--- src/rtl/pattern_count_engine_if.sv ---
// pattern_count_engine_if: start/done handshake and data memory port of the pattern counter
interface pattern_count_engine_if;
    logic       Start;
    logic       Done;
    logic [7:0] MemAddr;
    logic [7:0] MemRdData;
    logic       MemWrEn;
    logic [7:0] MemWrData;
    modport master (
        input  Start, MemRdData,
        output Done, MemAddr, MemWrEn, MemWrData
    );
    modport slave (
        output Start, MemRdData,
        input  Done, MemAddr, MemWrEn, MemWrData
    );
endinterface

--- src/rtl/pattern_count_engine.sv ---
// pattern_count_engine: counts 5-bit pattern hits in a byte field and writes three counts to memory
module pattern_count_engine #(
    parameter int N_BYTES  = 32,
    parameter int PAT_ADDR = 32,
    parameter int RES_ADDR = 33
) (
    input logic Clk,
    input logic Reset,
    pattern_count_engine_if.master bus
);
    typedef enum logic [2:0] {IDLE, RDPAT, SCAN, WR_CTB, WR_CTO, WR_CTS, DONE} state_t;
    state_t     state_q, state_d;
    logic [7:0] ctb_q, ctb_d, cto_q, cto_d, cts_q, cts_d;
    logic [4:0] pat_q, pat_d;
    logic [7:0] prev_q, prev_d, idx_q, idx_d;
    logic [7:0] addr_q, addr_d, wdata_q, wdata_d;
    logic       we_q, we_d, done_q, done_d;
    logic [7:0] cur;
    logic [3:0] in_hit, x_hit;
    logic [2:0] n_in, n_x;
    assign bus.MemAddr   = addr_q;
    assign bus.MemWrEn   = we_q;
    assign bus.MemWrData = wdata_q;
    assign bus.Done      = done_q;
    // Window matching for the current byte; outputs are registered, so each state sets up the next state's bus values
    always_comb begin
        cur    = bus.MemRdData;
        in_hit = {cur[7:3] == pat_q, cur[6:2] == pat_q, cur[5:1] == pat_q, cur[4:0] == pat_q};
        x_hit  = (idx_q != 8'd0) ? {{prev_q[3:0], cur[7]} == pat_q, {prev_q[2:0], cur[7:6]} == pat_q,
                                    {prev_q[1:0], cur[7:5]} == pat_q, {prev_q[0], cur[7:4]} == pat_q} : 4'b0;
        n_in   = {2'b0, in_hit[0]} + {2'b0, in_hit[1]} + {2'b0, in_hit[2]} + {2'b0, in_hit[3]};
        n_x    = {2'b0, x_hit[0]} + {2'b0, x_hit[1]} + {2'b0, x_hit[2]} + {2'b0, x_hit[3]};
        state_d = state_q;
        ctb_d   = ctb_q;
        cto_d   = cto_q;
        cts_d   = cts_q;
        pat_d   = pat_q;
        prev_d  = prev_q;
        idx_d   = idx_q;
        addr_d  = addr_q;
        wdata_d = wdata_q;
        we_d    = 1'b0;
        done_d  = done_q;
        case (state_q)
            IDLE, DONE: begin
                if (bus.Start) begin
                    state_d = RDPAT;
                    ctb_d   = 8'd0;
                    cto_d   = 8'd0;
                    cts_d   = 8'd0;
                    prev_d  = 8'd0;
                    idx_d   = 8'd0;
                    addr_d  = 8'(PAT_ADDR);
                    done_d  = 1'b0;
                end
            end
            RDPAT: begin
                pat_d   = cur[7:3];
                state_d = SCAN;
                addr_d  = 8'd0;
            end
            SCAN: begin
                ctb_d  = ctb_q + 8'(n_in);
                cto_d  = cto_q + {7'd0, |in_hit};
                cts_d  = cts_q + 8'(n_in) + 8'(n_x);
                prev_d = cur;
                idx_d  = idx_q + 8'd1;
                addr_d = idx_q + 8'd1;
                if (idx_q == 8'(N_BYTES - 1)) begin
                    state_d = WR_CTB;
                    addr_d  = 8'(RES_ADDR);
                    wdata_d = ctb_d;
                    we_d    = 1'b1;
                end
            end
            WR_CTB: begin
                state_d = WR_CTO;
                addr_d  = 8'(RES_ADDR + 1);
                wdata_d = cto_q;
                we_d    = 1'b1;
            end
            WR_CTO: begin
                state_d = WR_CTS;
                addr_d  = 8'(RES_ADDR + 2);
                wdata_d = cts_q;
                we_d    = 1'b1;
            end
            WR_CTS: begin
                state_d = DONE;
                addr_d  = 8'd0;
                done_d  = 1'b1;
            end
            default: state_d = IDLE;
        endcase
    end
    // State and registered outputs; reset wins over everything, including a pending write
    always_ff @(posedge Clk) begin
        if (Reset) begin
            state_q <= IDLE;
            ctb_q   <= 8'd0;
            cto_q   <= 8'd0;
            cts_q   <= 8'd0;
            pat_q   <= 5'd0;
            prev_q  <= 8'd0;
            idx_q   <= 8'd0;
            addr_q  <= 8'd0;
            wdata_q <= 8'd0;
            we_q    <= 1'b0;
            done_q  <= 1'b0;
        end else begin
            state_q <= state_d;
            ctb_q   <= ctb_d;
            cto_q   <= cto_d;
            cts_q   <= cts_d;
            pat_q   <= pat_d;
            prev_q  <= prev_d;
            idx_q   <= idx_d;
            addr_q  <= addr_d;
            wdata_q <= wdata_d;
            we_q    <= we_d;
            done_q  <= done_d;
        end
    end
endmodule

--- src/flat_wrapper.sv ---
// flat-port wrapper written by rule: the top's interface ports become plain ports
module pattern_count_engine_flat 
#(
    parameter int N_BYTES  = 32,
    parameter int PAT_ADDR = 32,
    parameter int RES_ADDR = 33
)
  (Clk, Reset, bus_Start, bus_MemRdData, bus_Done, bus_MemAddr, bus_MemWrEn, bus_MemWrData);
  pattern_count_engine_if bus_i ();
  input logic Clk;
  input logic Reset;
  input wire logic [$bits(bus_i.Start)-1:0] bus_Start;
  input wire logic [$bits(bus_i.MemRdData)-1:0] bus_MemRdData;
  output wire logic [$bits(bus_i.Done)-1:0] bus_Done;
  output wire logic [$bits(bus_i.MemAddr)-1:0] bus_MemAddr;
  output wire logic [$bits(bus_i.MemWrEn)-1:0] bus_MemWrEn;
  output wire logic [$bits(bus_i.MemWrData)-1:0] bus_MemWrData;
  assign bus_i.Start = bus_Start;
  assign bus_i.MemRdData = bus_MemRdData;
  assign bus_Done = bus_i.Done;
  assign bus_MemAddr = bus_i.MemAddr;
  assign bus_MemWrEn = bus_i.MemWrEn;
  assign bus_MemWrData = bus_i.MemWrData;
  pattern_count_engine #(.N_BYTES(N_BYTES), .PAT_ADDR(PAT_ADDR), .RES_ADDR(RES_ADDR)) u_core (.Clk(Clk), .Reset(Reset), .bus(bus_i));
endmodule
--- config.mk ---
export PLATFORM = sky130hd
export DESIGN_NAME = pattern_count_engine_flat
export DESIGN_NICKNAME = d
export VERILOG_FILES = /design/src/rtl/pattern_count_engine_if.sv /design/src/rtl/pattern_count_engine.sv /design/src/flat_wrapper.sv
export SDC_FILE = /design/constraint.sdc
export NUM_CORES = 1
export LEC_CHECK = 0
export BUFFER_PORTS_ARGS = -buffer_cell sky130_fd_sc_hd__buf_2
export CORE_AREA = 2 2 83 85
export CTS_CLUSTER_SIZE = 14
export DETAILED_ROUTE_END_ITERATION = 8
export DIE_AREA = 0 0 85 87
export PLACE_DENSITY = 0.78
export SLEW_MARGIN = 20
export SYNTH_ARGS = -nofsm -noshare
export SYNTH_HDL_FRONTEND = slang
export SYNTH_SLANG_ARGS = --single-unit
--- constraint.sdc ---
create_clock -name Clk -period 10.95 [get_ports Clk]
set_clock_uncertainty 0.2 [all_clocks]
set_input_delay 1.6425 -clock Clk [delete_from_list [all_inputs] [get_ports Clk]]
set_output_delay 1.6425 -clock Clk [all_outputs]
set_load 0.03 [all_outputs]
=== After elaboration in Yosys (flattened, before gate mapping) ===
Index checks and enable logic that the tools add are counted.

* Input port bits: 11
* Output and inout bits: 18
* Bits in read-only memories: 0
* Memories: 0
* Latch bits: 0
* Logic and storage cells: 73
* Register bits: 62
* Memory bits (writable): 0

* Shift-type cells: 0
* $lt $le $gt $ge: 0
* Add/subtract/negate cells: 11
* Div/mod/pow operators: 0
* Reduce and logical (&&, ||, !) cells: 15
* Bitwise logic cells: 0
* Multiply operators: 0
* Equal/unequal tests: 17
* Muxes and demuxes: 19

{| class="wikitable"
|+ Operators by type and width
! cell !! number
|-
| 8-bit one-hot mux with 2 select lines || 4
|-
| 5-bit equality test || 8
|-
| 8-bit one-hot mux with 5 select lines || 1
|-
| 8-bit 2-to-1 mux || 4
|-
| 8-bit by 3-bit adder with 8-bit output || 3
|-
| 8-bit one-hot mux with 3 select lines || 1
|-
| 3-bit one-hot mux with 6 select lines || 1
|-
| 3-bit by 1-bit adder with 3-bit output || 4
|-
| 2-bit AND reduction || 5
|-
| 3-bit equality test, second input constant || 3
|-
| 8-bit by 1-bit adder with 8-bit output || 1
|-
| 8-bit by 1-bit adder with 8-bit output, second input constant || 1
|-
| 8-bit by 5-bit equality test with 1-bit output, second input constant || 1
|-
| 4-bit one-hot mux with 2 select lines || 1
|-
| 8-bit nonzero test || 1
|-
| 3-bit by 2-bit equality test with 1-bit output, second input constant || 2
|-
| 3-bit 2-to-1 mux || 2
|-
| 2-bit OR reduction || 3
|-
| 5-bit nonzero test || 1
|-
| 1-bit by 1-bit adder with 2-bit output || 2
|-
| 4-bit 2-to-1 mux || 1
|-
| 1-bit one-hot mux with 2 select lines || 2
|-
| 2-bit nonzero test || 2
|-
| 4-bit OR reduction || 1
|-
| other kinds (6) || 7
|}

=== Logic depth before layout (Yosys ltp) ===
Gate-level depths: netlist of the first run.

* Word-level depth: 7
* Gate-level depth with buffers: 19
* Mapped depth without buffers: 18

=== Least setup slack after synthesis of the first run ===
Ideal clock, no wire load.

* Kind: input-to-reg
* Start point: input port bus_MemRdData[5]
* End point: register u_core.cts_q[7]
* Data arrival time: 5.017 ns
* Buffers on the path: 1
* Library setup time: 0.065 ns
* Setup slack: 5.668 ns
* Stages on the path: 18
* Data required time: 10.685 ns
* Path through: buf_1 > xor2_1 > nor2_1 > nand4_1 > inv_1 > ha_1 > inv_1 > fa_1 > inv_1 > ha_1 > fa_1 > ha_1 > fa_1 > a21oi_1 > nor3b_2 > nand3_1 > mux2_2 > nor2_1

* Word-level cells in the longest chain between the ends: 7
* Elaborated cells between the ends (all ways): 15
* Classes of those cells: 8 x add/sub; 5 x eq/ne; 2 x mux

{| class="wikitable"
|+ Ends and longest elaborated chain
! element !! line !! text
|-
| from (decl) || flat_wrapper.sv:13 || <nowiki>input wire logic [$bits(bus_i.MemRdData)-1:0] bus_MemRdData;</nowiki>
|-
| 5-bit equality test, on equally long branches || pattern_count_engine.sv:28, pattern_count_engine.sv:30 ||
|-
| 1-bit by 1-bit adder with 2-bit output or 4-bit 2-to-1 mux (tied branches) || pattern_count_engine.sv:31, pattern_count_engine.sv:29 ||
|-
| 3-bit by 1-bit adder with 3-bit output or 1-bit by 1-bit adder with 2-bit output (tied branches) || pattern_count_engine.sv:31, pattern_count_engine.sv:32 ||
|-
| 3-bit by 1-bit adder with 3-bit output, on equally long branches || pattern_count_engine.sv:31, pattern_count_engine.sv:32 ||
|-
| 8-bit by 3-bit adder with 8-bit output or 3-bit by 1-bit adder with 3-bit output (tied branches) || pattern_count_engine.sv:65, pattern_count_engine.sv:32 ||
|-
| 8-bit by 3-bit adder with 8-bit output * || pattern_count_engine.sv:65 || <nowiki>cts_d = cts_q + 8'(n_in) + 8'(n_x);</nowiki>
|-
| 8-bit one-hot mux with 2 select lines * || pattern_count_engine.sv:44 || <nowiki>case (state_q)</nowiki>
|-
| to (signal assigned) || pattern_count_engine.sv:114 || <nowiki>cts_q <= cts_d;</nowiki>
|-
| to (decl) || pattern_count_engine.sv:13 || <nowiki>logic [7:0] ctb_q, ctb_d, cto_q, cto_d, cts_q, cts_d;</nowiki>
|}

Every way passes the cells marked *; elsewhere a longest branch is shown, timed or not.
A chain may end at the register's enable or synchronous reset.

=== Worst setup path in the final report of the first run ===
* Start point: input port bus_MemRdData[4]
* End point: register u_core.cts_q[7]

Same word-level chain as after synthesis.

==> results of run 1 <==
registers in the layout, summed over array words and instances, names as in the netlist:
register,flops
u_core.bus.Done,1
u_core.bus.MemAddr,8
u_core.bus.MemWrData,8
u_core.bus.MemWrEn,1
u_core.ctb_q,8
u_core.cto_q,8
u_core.cts_q,8
u_core.idx_q,8
u_core.pat_q,5
u_core.prev_q,4
u_core.state_q,3
cells by family (layout without fill, tap and decap cells):
| logic type | after synthesis | count (layout) | synth area share |
|---|---|---|---|
| buffers and inverters | 52 | 61 | 0.0566 |
| flip-flops | 62 | 62 | 0.328 |
| AND/OR/NAND/NOR | 183 | 183 | 0.234 |
| AO/OA/AOI/OAI | 96 | 96 | 0.154 |
| adder cells (fa/ha/maj) | 23 | 23 | 0.0900 |
| multiplexers | 5 | 5 | 0.0149 |
| XOR/XNOR | 53 | 53 | 0.123 |
layout make-up:
| cell class | count | share of cell area |
|---|---|---|
| multi-input cells | 360 | 0.567 |
| clock inverters | 4 | 0.0170 |
| repair buffers | 30 | 0.0383 |
| flip-flops and latches | 62 | 0.302 |
| clock buffers | 11 | 0.0368 |
| well taps | 80 | 0.0243 |
| inverters | 16 | 0.0146 |
where the power goes:
group / total, mW / internal, mW / switching [mW]
Sequential: 0.246 / 0.233 / 0.0132
Clock: 0.225 / 0.139 / 0.0865
Combinational: 0.0873 / 0.0304 / 0.0569
cell usage after synthesis (2+ instances only):
library cell and number:
nand4_1 5, buf_2 3, nand2_1 48, clkbuf_1 25
a32oi_1 2, dfxtp_1 62, fa_1 7, o32ai_1 2
ha_1 16, nor2b_1 3, a311oi_1 4, a21o_1 2
nor2_1 47, o22ai_1 3, nor3_1 15, and3_1 2
nand3_1 28, xor2_1 24, o211ai_1 2, a22oi_1 3
buf_1 6, inv_1 16, or3_1 4, mux2_2 5
a21oi_1 41, nand2b_1 5, a211oi_1 5, buf_6 2
a31oi_1 4, nor3b_1 2, nand3b_1 8, xnor2_1 29
and2_1 3, nor4_1 5, o21ai_0 19
layout by cell type, fill, tap and decap left out, drive strengths merged, types with 3 or more instances in the layout:
cell / instances
dfxtp: 62
nand2: 48
nor2: 48
a21oi: 41
buf: 30
xnor2: 29
nand3: 28
xor2: 24
o21ai: 20
inv: 16
ha: 16
nor3: 15
clkbuf: 11
nand3b: 8
fa: 7
nand4: 5
nor4: 5
nand2b: 5
a211oi: 5
mux2: 5
or3: 4
a31oi: 4
a311oi: 4
nor2b: 3
and2: 3
o22ai: 3
a22oi: 3
nor3b: 3
metal layers:
| metal | wire (um) | share of wire | GRT usage |
|---|---|---|---|
| met1 | 4020 | 0.46 | 0.336 |
| met2 | 4160 | 0.47 | 0.394 |
| met5 | 0 | 0 | 0 |
| met4 | 260 | 0.029 | 0.121 |
| met3 | 374 | 0.042 | 0.0370 |
final timing paths:
kind	start	endpoint	cells past startpoint
max	bus_MemRdData[4]	u_core.cts_q[7]$_SDFFE_PP0P_	18
min	u_core.bus.MemAddr[4]$_SDFFE_PP0P_	u_core.bus.MemAddr[4]$_SDFFE_PP0P_	2
max reg2reg	u_core.idx_q[0]$_SDFFE_PP0P_	u_core.cts_q[7]$_SDFFE_PP0P_	15
min reg2reg	u_core.bus.MemAddr[4]$_SDFFE_PP0P_	u_core.bus.MemAddr[4]$_SDFFE_PP0P_	2
critical path, cell delays in order:
cell,delay (ns)
buf_2,0.18
xor2_1,0.16
nor2_1,0.05
nand4_1,0.12
inv_1,0.06
ha_1,0.27
inv_1,0.05
fa_1,0.37
inv_1,0.07
ha_1,0.26
fa_1,0.47
ha_1,0.24
fa_1,0.41
a21oi_1,0.23
nor3b_2,0.08
nand3_1,0.11
mux2_2,0.33
nor2_1,0.08
==> metrics.yaml, run 1 <==
die_x_um: 85
cts_buffers: 9
vias: 3375
final_cell_count_no_fill: 563
worst_ep_required_time_ns: 11.02
place_ws_ns: 5.48
synth-main-ff-cell: "dfxtp_1"
cts_root_buf: "clkbuf_8"
synth_area_leaders: "dfxtp_1 33%, xnor2_1 6.7%, xor2_1 5.6%"
htree_levels: 3
period_minus_slack_ns: 5.12
worstPathArrival_ns: 5.19
areaGrowthSynthToFinish_pct: 8.73
fmax_ghz: 0.195
peakVddDrop_mv: 0.0808
finalSetupTns_ns: 0
clock-sinks: 62
synth.avg_cell_area_um2: 7.98
p_leak_nw: 1.63
synth-seq-area-share: 0.328
start_util: 0.576
cts_setup_buffers: 0
drive_above_1_share: 0.114
start_kind: "input pin"
dpl.hpwl_um: 5980
path_max_fanout: 6
syn_area_um2: 3780
p_total_mw: 0.558
io_buffer_count: 28
fin_ws_ns: 5.83
drv_slew: 0
clk_pin_slew_ns: 0.06
r2r_setup_slack_ns: 6.50
ys_async_sr_fraction: 0
ant_nets: 0
wl_per_cell_um: 15.7
avgViaCountPerCell: 5.99
gp_congestion: 0.874
synth_cell_types: 52
path_class: "input pin to flip-flop"
track_usage: 0.250
clk_latency_ns: 0.34
finalSetupViolations: 0
syn-num-nets: 508
rsz0062_at_grt: "false"
ys_ff_latch: 62
rows: 30
dp_cells: 548
drc_errors: 0
yosys_warnings: 0
grt_pass1_wl_um: 14800
dpl_cell_area_um2: 3880
synth_top_area_cell: "dfxtp_1"
regArea_um2: 1240
diodes: 0
fp.dieH_um: 87
antenna_found_initial: 0
yosysTopAreaCellShare: 0.328
routed_wirelength_um: 8820
dieArea_um2: 7400
cts_hold_buf: 0
drt_pre_antenna_iters: 5
finalHoldViolCount: 0
fillers: 582
power.density_nw_per_um2: 136
cts_tree: "done"
final_core_util: 0.626
slew_headroom: 0.495
drt-initial-drc-count: 224
min_path_type: "flip-flop to flip-flop"
syn-instance-count: 474
cts_resized: 0
whs_ns: 0.251
worstSetupEndpointType: "flip-flop"
grt_overflow: 0
clock_path_buffers: 2
nNetsFinal: 513
coreArea_um2: 6570
synth-edff-count: 0
outcome: "completed"
post-route-period-util: 0.468
worst_pin_slew_ns: 0.756
grt_max_degree: 64
grt_pass1_vias: 3120
max_cap_viol_count: 0
final_area_um2: 4110
multi_input_area_um2: 2330
io_pins: 29
(Power assumes the default switching activity.)
==> run 2: changes to the inputs <==
--- a/config.mk
+++ b/config.mk
@@ -6,11 +6,11 @@
 export NUM_CORES = 1
 export LEC_CHECK = 0
 export BUFFER_PORTS_ARGS = -buffer_cell sky130_fd_sc_hd__buf_2
-export CORE_AREA = 2 2 83 85
+export CORE_AREA = 2 2 86 88
 export CTS_CLUSTER_SIZE = 14
 export DETAILED_ROUTE_END_ITERATION = 8
-export DIE_AREA = 0 0 85 87
-export PLACE_DENSITY = 0.78
+export DIE_AREA = 0 0 88 90
+export PLACE_DENSITY = 0.76
 export SLEW_MARGIN = 20
 export SYNTH_ARGS = -nofsm -noshare
 export SYNTH_HDL_FRONTEND = slang
==> constraint.sdc (replaced) <==
create_clock -name Clk -period 4.3 [get_ports Clk]
set_clock_uncertainty 0.2 [all_clocks]
set_input_delay 0.645 -clock Clk [delete_from_list [all_inputs] [get_ports Clk]]
set_output_delay 0.645 -clock Clk [all_outputs]
set_load 0.03 [all_outputs]
==> run 2 against run 1 <==
  * Worst hold slack better by 0.0023 ns
  * Die area is 7.1% higher
  * Critical path depth is 3 lower
  * Sequential share of layout area is 2.0 points lower
  * Clock power grew to 2.8 times the previous value
  * Register-to-register slack worse by 6.3 ns
  * Routed wire length is 5.3% higher
  * Power grew to 2.7 times the previous value
  * Highest routed layer unchanged
==> metrics.yaml, run 2 (synthesis gave the netlist of run 1 again) <==
r2r_setup_slack_ns: 0.16
dpl.hpwl_um: 6460
grt_max_degree: 64
worst_pin_slew_ns: 0.925
fmax_ghz: 0.241
min_path_type: "flip-flop to flip-flop"
worstPathArrival_ns: 4.23
cts_setup_buffers: 0
critPathTopFamily: "adder cells"
drc_errors: 0
max_stage_delay_ns: 0.44
antenna_found_initial: 0
wl_per_cell_um: 15.1
post-route-period-util: 0.963
whs_ns: 0.253
clockPowerShare: 0.424
routed_wirelength_um: 9290
vias: 3454
power_frac_seq: 0.411
hold_depth: 2
path_max_fanout: 3
path_depth: 15
start_kind: "flip-flop"
dp_cells: 597
track_usage: 0.246
drive_above_1_share: 0.185
combPwrFrac: 0.165
cts_root_buf: "clkbuf_8"
worstSetupEndpointType: "flip-flop"
rows: 31
cp_common_cell: "ha_1"
finalHoldViolCount: 0
slew_headroom: 0.384
drt_pre_antenna_iters: 5
peakVddDrop_mv: 0.173
p_total_mw: 1.51
path_class: "flip-flop to flip-flop"
final_cell_count_no_fill: 613
coreArea_um2: 7020
period_minus_slack_ns: 4.14
fp.dieH_um: 90
cts_buffers: 9
die_x_um: 88
final_cell_mix: "59 x dfxtp_1, 48 x nand2_1, 47 x nor2_1, 40 x a21oi_1, 33 x buf_4"
power.density_nw_per_um2: 341
cts_tree: "done"
finalSetupViolations: 0
final_area_um2: 4420
clk_latency_ns: 0.35
io_buffer_count: 28
start_util: 0.539
areaGrowthSynthToFinish_pct: 16.8
fin_ws_ns: 0.157
gp_congestion: 0.886
p_int_mw: 1.07
reg2reg_depth: 15
grt_overflow: 0
diodes: 0
drt-initial-drc-count: 231
slowest_stage: "fa_1"
dieArea_um2: 7920
htree_levels: 3
avgViaCountPerCell: 5.63
max_cap_viol_count: 0
dpl_cell_area_um2: 4130
path_buf_inv: 1
path_cells: "inv_1 -> ha_1 -> and4b_2 -> nor4_4 -> ha_1 -> fa_1 -> ha_1 -> fa_1 -> ha_1 -> fa_2 -> a21oi_2 -> nor3b_2 -> nand3_1 -> mux2_2 -> nor2_1"
nNetsFinal: 543
swShare: 0.289
clock-sinks: 62
final_common_cell: "dfxtp_1"
clock_path_buffers: 2
grt_pass1_wl_um: 15500
cts_hold_buf: 0
io_pins: 29
p_leak_nw: 1.79
grt_pass1_vias: 3329
ant_nets: 0
worst_ep_required_time_ns: 4.39
place_ws_ns: -0.0879
drv_slew: 0
clk_pin_slew_ns: 0.08
outcome: "completed"
net-switching-power_mw: 0.436
## run 2: worst paths after layout
kind | start | to
hold reg to reg | u_core.bus.MemAddr[4]$_SDFFE_PP0P_ | u_core.bus.MemAddr[4]$_SDFFE_PP0P_
hold / removal | u_core.bus.MemAddr[4]$_SDFFE_PP0P_ | u_core.bus.MemAddr[4]$_SDFFE_PP0P_
setup reg to reg | u_core.idx_q[1]$_SDFFE_PP0P_ | u_core.cts_q[7]$_SDFFE_PP0P_
setup / recovery | u_core.idx_q[1]$_SDFFE_PP0P_ | u_core.cts_q[7]$_SDFFE_PP0P_
## run 2: routing by layer
layer  routed length (um)  track usage  vias to the layer above
met5                    0            0                        -
met1                 4180        0.329                     1637
met2                 4500        0.389                       95
li1                     -            -                     1704
met4                  178       0.0949                        0
met3                  433       0.0459                       18
## run 2: power groups by stage
stage          registers (mW)  clock network [mW]  logic [mW]
4_1_cts                 0.618               0.645       0.243
3_3_place_gp            0.631                   0       0.238
3_5_place_dp            0.632                   0       0.241
6_report                0.619               0.639       0.249
2_1_floorplan           0.631                   0       0.173
5_1_grt                 0.623               0.672       0.274
## run 2: final cells by class
class | count | area, um2
clock buffers | 9 | 124
clock inverters | 7 | 121
fillers | 622 | 2600
inverters | 16 | 60.1
multi-input cells | 360 | 2360
flip-flops and latches | 62 | 1240
well taps | 99 | 124
repair buffers | 60 | 383
## run 2: repair_timing
| action | in CTS | in global routing |
|---|---|---|
| setup endpoints to repair | 0 | 2 |
| gates resized for setup | 0 | 10 |
| endpoints found under the hold margin | 0 | 0 |
## run 2: stage by stage
step,util,TNS [ns]
floorplan,-,0
global placement,0.589,-0.0471
detailed placement,0.589,-0.139
CTS,0.624,0
global route,0.629,-0.0594
finish,0.629,0
## run 2: worst reg2reg max path, delay by kind of cell (launching register included)
family	cells	cell delay (ns)
muxes	1	0.33
AOI/OAI and AO/OA	1	0.18
adders and majority gates	7	2.17
and+or+nand+nor	5	0.79
buffers and inverters	1	0.05
DFF	1	0.35
